[config.mk]
export PLATFORM = sky130hd
export DESIGN_NAME = tdm_mux_8to1
export DESIGN_NICKNAME = d
export VERILOG_FILES = /design/src/rtl/tdm_mux_8to1.sv
export SDC_FILE = /design/constraint.sdc
export NUM_CORES = 1
export LEC_CHECK = 0
export CELL_PAD_IN_SITES_DETAIL_PLACEMENT = 1
export CELL_PAD_IN_SITES_GLOBAL_PLACEMENT = 2
export CORE_UTILIZATION = 30
export CTS_BUF_LIST = sky130_fd_sc_hd__clkbuf_16
export CTS_CLUSTER_SIZE = 14
export DETAILED_ROUTE_END_ITERATION = 6
export PLACE_DENSITY = 0.84
export REMOVE_ABC_BUFFERS = 1
export SLEW_MARGIN = 0
export SYNTH_ARGS = -nofsm -noshare
export SYNTH_HDL_FRONTEND = slang
export SYNTH_SLANG_ARGS = --single-unit
[constraint.sdc]
create_clock -name clk -period 8.6 [get_ports clk]
set_clock_uncertainty 0.2 [all_clocks]
set_input_delay 1.72 -clock clk [delete_from_list [all_inputs] [get_ports clk]]
set_output_delay 1.72 -clock clk [all_outputs]
set_load 0.005 [all_outputs]
[src/rtl/tdm_mux_8to1.sv]
// 8-channel round-robin TDM multiplexer with a single registered output word.
// Optional transfer counter enabled by defining TDM_MUX_STATS_EN.
module tdm_mux_8to1 #(
   parameter int DW = 1
) (
   input  logic            clk,
   input  logic            rst_n,
   input  logic [7:0]      in_valid,
   input  logic [8*DW-1:0] in_data,
   output logic [7:0]      in_ready,
   output logic            out_valid,
   output logic [DW-1:0]   out_data,
   output logic [2:0]      out_sel,
   input  logic            out_ready,
   output logic [15:0]     xfer_cnt
);

   logic [2:0]    ptr_q, ptr_d;
   logic          out_valid_q, out_valid_d;
   logic [DW-1:0] out_data_q, out_data_d;
   logic [2:0]    out_sel_q, out_sel_d;
   logic [2:0]    gnt, idx;
   logic          found, load;

   // Search ptr, ptr+1, ... ptr+7; 3-bit add wraps modulo 8 for free.
   always_comb begin
      gnt   = '0;
      idx   = '0;
      found = 1'b0;
      for (int k = 0; k < 8; k++) begin
         idx = ptr_q + 3'(k);
         if (!found && in_valid[idx]) begin
            found = 1'b1;
            gnt   = idx;
         end
      end
   end

   // rst_n gates load so in_ready stays low throughout reset.
   assign load     = rst_n & (|in_valid) & (~out_valid_q | out_ready);
   assign in_ready = load ? (8'b1 << gnt) : 8'b0;

   always_comb begin
      ptr_d       = ptr_q;
      out_valid_d = out_valid_q;
      out_data_d  = out_data_q;
      out_sel_d   = out_sel_q;
      if (load) begin
         out_valid_d = 1'b1;
         out_data_d  = in_data[gnt*DW +: DW];
         out_sel_d   = gnt;
         ptr_d       = gnt + 3'd1;
      end else if (out_valid_q && out_ready) begin
         out_valid_d = 1'b0;
      end
   end

   always_ff @(posedge clk or negedge rst_n) begin
      if (!rst_n) begin
         ptr_q       <= '0;
         out_valid_q <= 1'b0;
         out_data_q  <= '0;
         out_sel_q   <= '0;
      end else begin
         ptr_q       <= ptr_d;
         out_valid_q <= out_valid_d;
         out_data_q  <= out_data_d;
         out_sel_q   <= out_sel_d;
      end
   end

   assign out_valid = out_valid_q;
   assign out_data  = out_data_q;
   assign out_sel   = out_sel_q;

`ifdef TDM_MUX_STATS_EN
   logic [15:0] cnt_q, cnt_d;

   always_comb begin
      cnt_d = cnt_q;
      if (out_valid_q && out_ready) cnt_d = cnt_q + 16'd1;
   end

   always_ff @(posedge clk or negedge rst_n) begin
      if (!rst_n) cnt_q <= '0;
      else        cnt_q <= cnt_d;
   end

   assign xfer_cnt = cnt_q;
`else
   assign xfer_cnt = 16'd0;
`endif

endmodule

==> flow_summary.json, run 1 <==
{
  "status": "finished, final reports clean",
  "globalRouteOverflowTotal": 0,
  "gp_congestion": 0.797,
  "grt_pass1_vias": 1331,
  "setup_ws_ns": 1.63,
  "cts_resized": 0,
  "ys.flop_type": "dfrtp_1",
  "cts_hold_buffers": 0,
  "grt_setup_unrepaired": "no",
  "layout.cells.most_common": "clkdlybuf4s50_1",
  "ys_ff_latch": 8,
  "globalRouteMet1Util": 0.229,
  "power_density_nw_per_um2": 506,
  "finalCriticalPeriod_ns": 6.97,
  "crit_fanout": 10,
  "critPathSlowestCell": "mux4_2",
  "worstPathArrival_ns": 5.05,
  "post-cts-setup-buffers": 0,
  "holdCritPathClass": "reg -> reg",
  "grt_usage": 0.163,
  "portBuffers": 31,
  "fin_area_um2": 1910,
  "reg2reg_depth": 10,
  "grt_util_met3": 0.0230,
  "cts_max_level": 1,
  "hold_viol_final": 0,
  "initial_core_util": 0.321,
  "drc": 0,
  "wirelength_um": 4260,
  "post_dp_cell_area_um2": 1830,
  "via_per_inst": 5.50,
  "crit_start": "in_valid[2]",
  "cts_tree": "yes",
  "reg2reg_slack_ns": 3.68,
  "required_ns": 6.68,
  "relSlewSlack": 0.503,
  "crit_path_end_kind": "output port",
  "max_freq_ghz": 0.143,
  "io_pins": 48,
  "maxCapViolCount": 0,
  "crit_family": "buffers and inverters",
  "post-route-period-util": 0.811,
  "die_area_um2": 5470,
  "routedWlPerCell_um": 16.5,
  "synth_compound_area_frac": 0.192,
  "muxShareOfSynthArea": 0.337,
  "syn2layout_area_growth_pct": 22.6,
  "yosysTopAreaCell": "mux4_2",
  "path_cells": "clkdlybuf4s50_1, mux4_2, mux2_2, a21oi_1, nor2_1, o221ai_1, nor2_1, ha_1, and2_1, clkdlybuf4s50_1",
  "utilization": 0.393,
  "ir_worst_vdd_v": 0.000185,
  "r2r-end": "out_data$_DFFE_PN0P_",
  "synth-simple-area-share": 0.163,
  "drt-initial-drc-count": 70,
  "grt_pass1_wl_um": 6870,
  "synth-async-reset-ratio": 1.00,
  "die_y_um": 74.0,
  "clk_latency_ns": 0.23,
  "placementRows": 25,
  "core_um2": 4850,
  "p_total_mw": 0.964,
  "synth-xor-area-share": 0.0225,
  "diodes": 0,
  "netlist_area_um2": 1550,
  "synth_area_per_cell_um2": 9.42,
  "ctsRootBufferMaster": "clkbuf_16",
  "cp_num_buf_inv": 2,
  "numCtsBuffers": 3,
  "synth_top_family_by_area": "multiplexers",
  "worst_pin_slew_ns": 0.745,
  "endpoint": "in_ready[7]",
  "seq_area_frac_synth": 0.129,
  "yosysWarningCount": 0,
  "ant_nets": 0,
  "ys_types": 53,
  "most-common-layout-cells": "clkdlybuf4s50_1 (31), nand2_1 (16), conb_1 (16)",
  "grt_busiest_layer": "met2",
  "cp_num_cells": 10,
  "drv_slew": 0,
  "synth_area_leaders": "mux4_2 (16%), dfrtp_1 (13%), buf_4 (7.7%)",
  "crit_type": "in -> out",
  "dieWidth_um": 74.0,
  "fin_nets": 215,
  "synth_top_cell_area_share": 0.159,
  "cpPeakStageDelay_ns": 0.61,
  "grt_max_degree": 22,
  "drive_gt1_frac": 0.152,
  "synthAdderAreaFrac": 0.0242,
  "firstDrtPassIters": 4,
  "antenna_found_initial": 0,
  "clock_path_buffers": 2,
  "cts_sinks": 8,
  "dp_hpwl_um": 3300,
  "place_ws_ns": 1.60,
  "met2_usage": 0.270,
  "timing.rr.start": "ptr_q[0]$_DFFE_PN0P_",
  "path_clk_slew_ns": 0.04,
  "setup_viol": 0,
  "startpoint_type": "input port",
  "leakagePower_nw": 0.727,
  "fin_setup_tns_ns": 0,
  "vias": 1419,
  "synth_edf_count": 0,
  "synth_cells": 165
}
[registers in the layout, summed over array words and instances, names as in the netlist]
name and cells:
out_data 1, out_sel 3, out_valid 1, ptr_q 3
[routing by layer]
| layer | share of wire | wire length (um) | vias to the layer above |
|---|---|---|---|
| li1 | - | - | 657 |
| met1 | 0.47 | 2000 | 720 |
| met2 | 0.49 | 2080 | 38 |
| met3 | 0.034 | 143 | 4 |
| met4 | 0.0075 | 32 | 0 |
| met5 | 0 | 0 | - |
[layout make-up]
class                      instances  area (um2)
sequential                         8         200
multi-input combinational        143        1210
clock buffer                       3        75.1
timing repair buffer              32         318
tap                               67        83.8
inverter                           5        18.8
fill                             563        2940
[cell families after synthesis]
group                    after synthesis
AO/OA/AOI/OAI                         38
AND/OR/NAND/NOR                       52
adder cells (fa/ha/maj)                3
multiplexers                          30
XOR/XNOR                               4
other                                  1
flip-flops                             8
buffers and inverters                 29
[Yosys cell counts (4+ instances only)]
cell,instances
nand2_1,16
buf_4,16
mux2i_1,10
mux4_1,4
nor2_1,12
dfrtp_1,8
buf_6,4
inv_1,4
o21ai_0,6
a21oi_1,6
nand2b_1,4
mux4_2,11
nand3_1,7
[where the power goes]
| part | internal (mW) | total, mW | leakage (nW) | switching [mW] |
|---|---|---|---|---|
| Sequential | 0.0555 | 0.0893 | 0.0952 | 0.0338 |
| Clock | 0.0601 | 0.0795 | 0.0370 | 0.0194 |
| Combinational | 0.371 | 0.796 | 0.595 | 0.425 |
| Total | 0.487 | 0.964 | 0.727 | 0.478 |
[worst register-to-register path, stage by stage (launching register included)]
cell and delay, ns:
dfrtp_1 0.81, inv_1 0.32, ha_1 0.71, mux4_2 0.67, mux2_2 0.33, a21oi_1 0.24, nor2_1 0.07, o221ai_1 0.61
mux4_2 0.42, nor2b_1 0.15, a221o_1 0.27
[worst min path at each step]
stage                                 startpoint                     end  slack [ns]  cells past startpoint
final                     out_sel[0]$_DFFE_PN0P_  out_sel[0]$_DFFE_PN0P_        0.27                      2
after global routing      out_sel[0]$_DFFE_PN0P_  out_sel[0]$_DFFE_PN0P_        0.30                      2
after CTS                 out_sel[0]$_DFFE_PN0P_  out_sel[0]$_DFFE_PN0P_        0.28                      2
after detailed placement  out_sel[0]$_DFFE_PN0P_  out_sel[0]$_DFFE_PN0P_        0.27                      2
after global placement    out_sel[0]$_DFFE_PN0P_  out_sel[0]$_DFFE_PN0P_        0.26                      2
after floorplan           out_sel[0]$_DFFE_PN0P_  out_sel[0]$_DFFE_PN0P_        0.27                      2
[per-stage QoR]
step                      instances  hold slack, ns
after CTS                       258           0.277
final                           258           0.272
after floorplan                 156           0.270
after global placement          255           0.260
after detailed placement        255           0.268
after global routing            258           0.296
No activity file was read; power rests on OpenSTA's default activity.
==> run 2: changes to the inputs <==
--- a/config.mk
+++ b/config.mk
@@ -7,11 +7,11 @@
 export LEC_CHECK = 0
 export CELL_PAD_IN_SITES_DETAIL_PLACEMENT = 1
 export CELL_PAD_IN_SITES_GLOBAL_PLACEMENT = 2
-export CORE_UTILIZATION = 30
+export CORE_UTILIZATION = 28
 export CTS_BUF_LIST = sky130_fd_sc_hd__clkbuf_16
 export CTS_CLUSTER_SIZE = 14
 export DETAILED_ROUTE_END_ITERATION = 6
-export PLACE_DENSITY = 0.84
+export PLACE_DENSITY = 0.79
 export REMOVE_ABC_BUFFERS = 1
 export SLEW_MARGIN = 0
 export SYNTH_ARGS = -nofsm -noshare
==> constraint.sdc (replaced) <==
create_clock -name clk -period 7.2 [get_ports clk]
set_clock_uncertainty 0.2 [all_clocks]
set_input_delay 1.44 -clock clk [delete_from_list [all_inputs] [get_ports clk]]
set_output_delay 1.44 -clock clk [all_outputs]
set_load 0.005 [all_outputs]
==> run 2 against run 1 <==
Compared with the run above:
- utilization fell by 2.8 points
- clock-buffer cell count stayed put
- critical path type is now reg -> out
- global-route usage up 0.28 points
- cell count is 1.2% higher
==> flow_summary.json, run 2 (same netlist as run 1, synthesis figures left out) <==
{
  "post-cts-setup-buffers": 0,
  "crit_path_end_kind": "output port",
  "power_frac_comb": 0.829,
  "max_freq_ghz": 0.151,
  "ir_worst_vdd_v": 0.000247,
  "p_int_mw": 0.583,
  "worstPathArrival_ns": 4.98,
  "drive_gt1_frac": 0.152,
  "initial_core_util": 0.297,
  "hold_viol_final": 0,
  "p_clk_frac": 0.081,
  "cts_sinks": 8,
  "path_clk_slew_ns": 0.04,
  "fillers": 611,
  "status": "finished, final reports clean",
  "path_cells": "inv_1, ha_1, mux4_2, mux2_2, a21oi_1, nor2_1, o221ai_1, nor2_1, ha_1, and2_1, clkdlybuf4s50_1",
  "grt_usage": 0.165,
  "dp_hpwl_um": 3500,
  "most-common-layout-cells": "clkdlybuf4s50_1 (31), nand2_1 (16), conb_1 (16)",
  "portBuffers": 31,
  "clock_path_buffers": 2,
  "vias": 1435,
  "p_sw_frac": 0.502,
  "numCtsBuffers": 3,
  "worst_pin_slew_ns": 0.741,
  "ctsRootBufferMaster": "clkbuf_16",
  "io_pins": 48,
  "antenna_found_initial": 0,
  "gp_congestion": 0.826,
  "cp_num_buf_inv": 2,
  "ant_nets": 0,
  "drt-initial-drc-count": 67,
  "grt_setup_unrepaired": "no",
  "fin_nets": 215,
  "cts_resized": 0,
  "grt_max_degree": 22,
  "crit_type": "reg -> out",
  "placementRows": 26,
  "leakagePower_nw": 0.727,
  "setup_viol": 0,
  "critPathSlowestCell": "dfrtp_1",
  "diodes": 0,
  "fin_setup_tns_ns": 0,
  "dieWidth_um": 76.5,
  "drc": 0,
  "via_per_inst": 5.50,
  "syn2layout_area_growth_pct": 22.9,
  "cts_hold_buffers": 0,
  "firstDrtPassIters": 4,
  "post-route-period-util": 0.919,
  "utilization": 0.365,
  "holdCritPathClass": "reg -> reg",
  "startpoint_type": "flop",
  "die_area_um2": 5850,
  "drv_slew": 0,
  "power.net_switching_mw": 0.587,
  "core_um2": 5240,
  "clk_latency_ns": 0.23,
  "power_density_nw_per_um2": 613,
  "required_ns": 5.56,
  "globalRouteOverflowTotal": 0,
  "cpPeakStageDelay_ns": 0.81,
  "routedWlPerCell_um": 17.5,
  "power_frac_seq": 0.091,
  "crit_family": "multiplexers",
  "grt_pass1_wl_um": 7650,
  "layout.cells.most_common": "clkdlybuf4s50_1",
  "relSlewSlack": 0.506,
  "wirelength_um": 4560,
  "crit_fanout": 21,
  "maxCapViolCount": 0,
  "die_y_um": 76.5,
  "finalCriticalPeriod_ns": 6.62,
  "p_total_mw": 1.17,
  "cts_max_level": 1,
  "grt_pass1_vias": 1448,
  "cts_tree": "yes"
}
## run 2: cell counts in the layout (fill, tap and decap cells not counted)
No cell type changed its count.
## run 2: area by class of cell
type	instances	area (um2)	area share
Sequential cell	8	200	0.105
Tap cell	70	87.6	0.0459
Timing Repair Buffer	32	318	0.166
Multi-Input combinational cell	143	1210	0.634
Inverter	5	18.8	0.00983
Clock buffer	3	75.1	0.0393
## run 2: layer usage
layer | wire (um) | up-vias | GRT usage | share of wire
met1 | 2200 | 714 | 0.232 | 0.48
met4 | 38 | 0 | 0.0365 | 0.0083
met5 | 0 | - | 0 | 0
li1 | - | 659 | - | -
met2 | 2100 | 56 | 0.267 | 0.46
met3 | 221 | 6 | 0.0251 | 0.048
## run 2: stage by stage
step                      hold slack, ns  instance area (um2)  std cells  setup slack [ns]
after global placement             0.263                 1830        258             0.779
after floorplan                    0.270                 1430        156              2.07
after CTS                          0.290                 1910        261             0.541
after global routing               0.315                 1910        261             0.288
final                              0.286                 1910        261             0.582
after detailed placement           0.279                 1830        258             0.750
## run 2: worst paths after layout
path | start | to | slack, ns | depth (start not counted)
worst max register to register | ptr_q[0]$_DFFE_PN0P_ | out_data$_DFFE_PN0P_ | 2.25 | 10
max in group asynchronous | rst_n | ptr_q[0]$_DFFE_PN0P_ | 5.15 | 1
worst min-delay path | out_sel[0]$_DFFE_PN0P_ | out_sel[0]$_DFFE_PN0P_ | 0.29 | 2
worst min register to register | out_sel[0]$_DFFE_PN0P_ | out_sel[0]$_DFFE_PN0P_ | 0.29 | 2
min in group asynchronous | rst_n | out_data$_DFFE_PN0P_ | 1.33 | 1
worst max-delay path | ptr_q[0]$_DFFE_PN0P_ | in_ready[7] | 0.58 | 11
## run 2: worst min-delay path: stages, from the launching register on
cell and delay [ns]:
dfrtp_1 0.34, nand2_1 0.05, nand2_1 0.06
## run 2: power groups by stage
stage	clock [mW]	combinational, mW	sequential, mW
CTS	0.0967	0.968	0.107
global placement	0	0.951	0.106
global route	0.0999	1.06	0.113
floorplan	0	0.685	0.114
finish	0.0944	0.969	0.106
detailed placement	0	0.957	0.108
==> run 3: changes to the inputs <==
--- a/config.mk
+++ b/config.mk
@@ -5,6 +5,7 @@
 export SDC_FILE = /design/constraint.sdc
 export NUM_CORES = 1
 export LEC_CHECK = 0
+export ABC_CLOCK_PERIOD_IN_PS = 7200
 export CELL_PAD_IN_SITES_DETAIL_PLACEMENT = 1
 export CELL_PAD_IN_SITES_GLOBAL_PLACEMENT = 2
 export CORE_UTILIZATION = 28
==> results of run 3 <==
The final DEF is identical to that of run 2; final timing and power are the same.
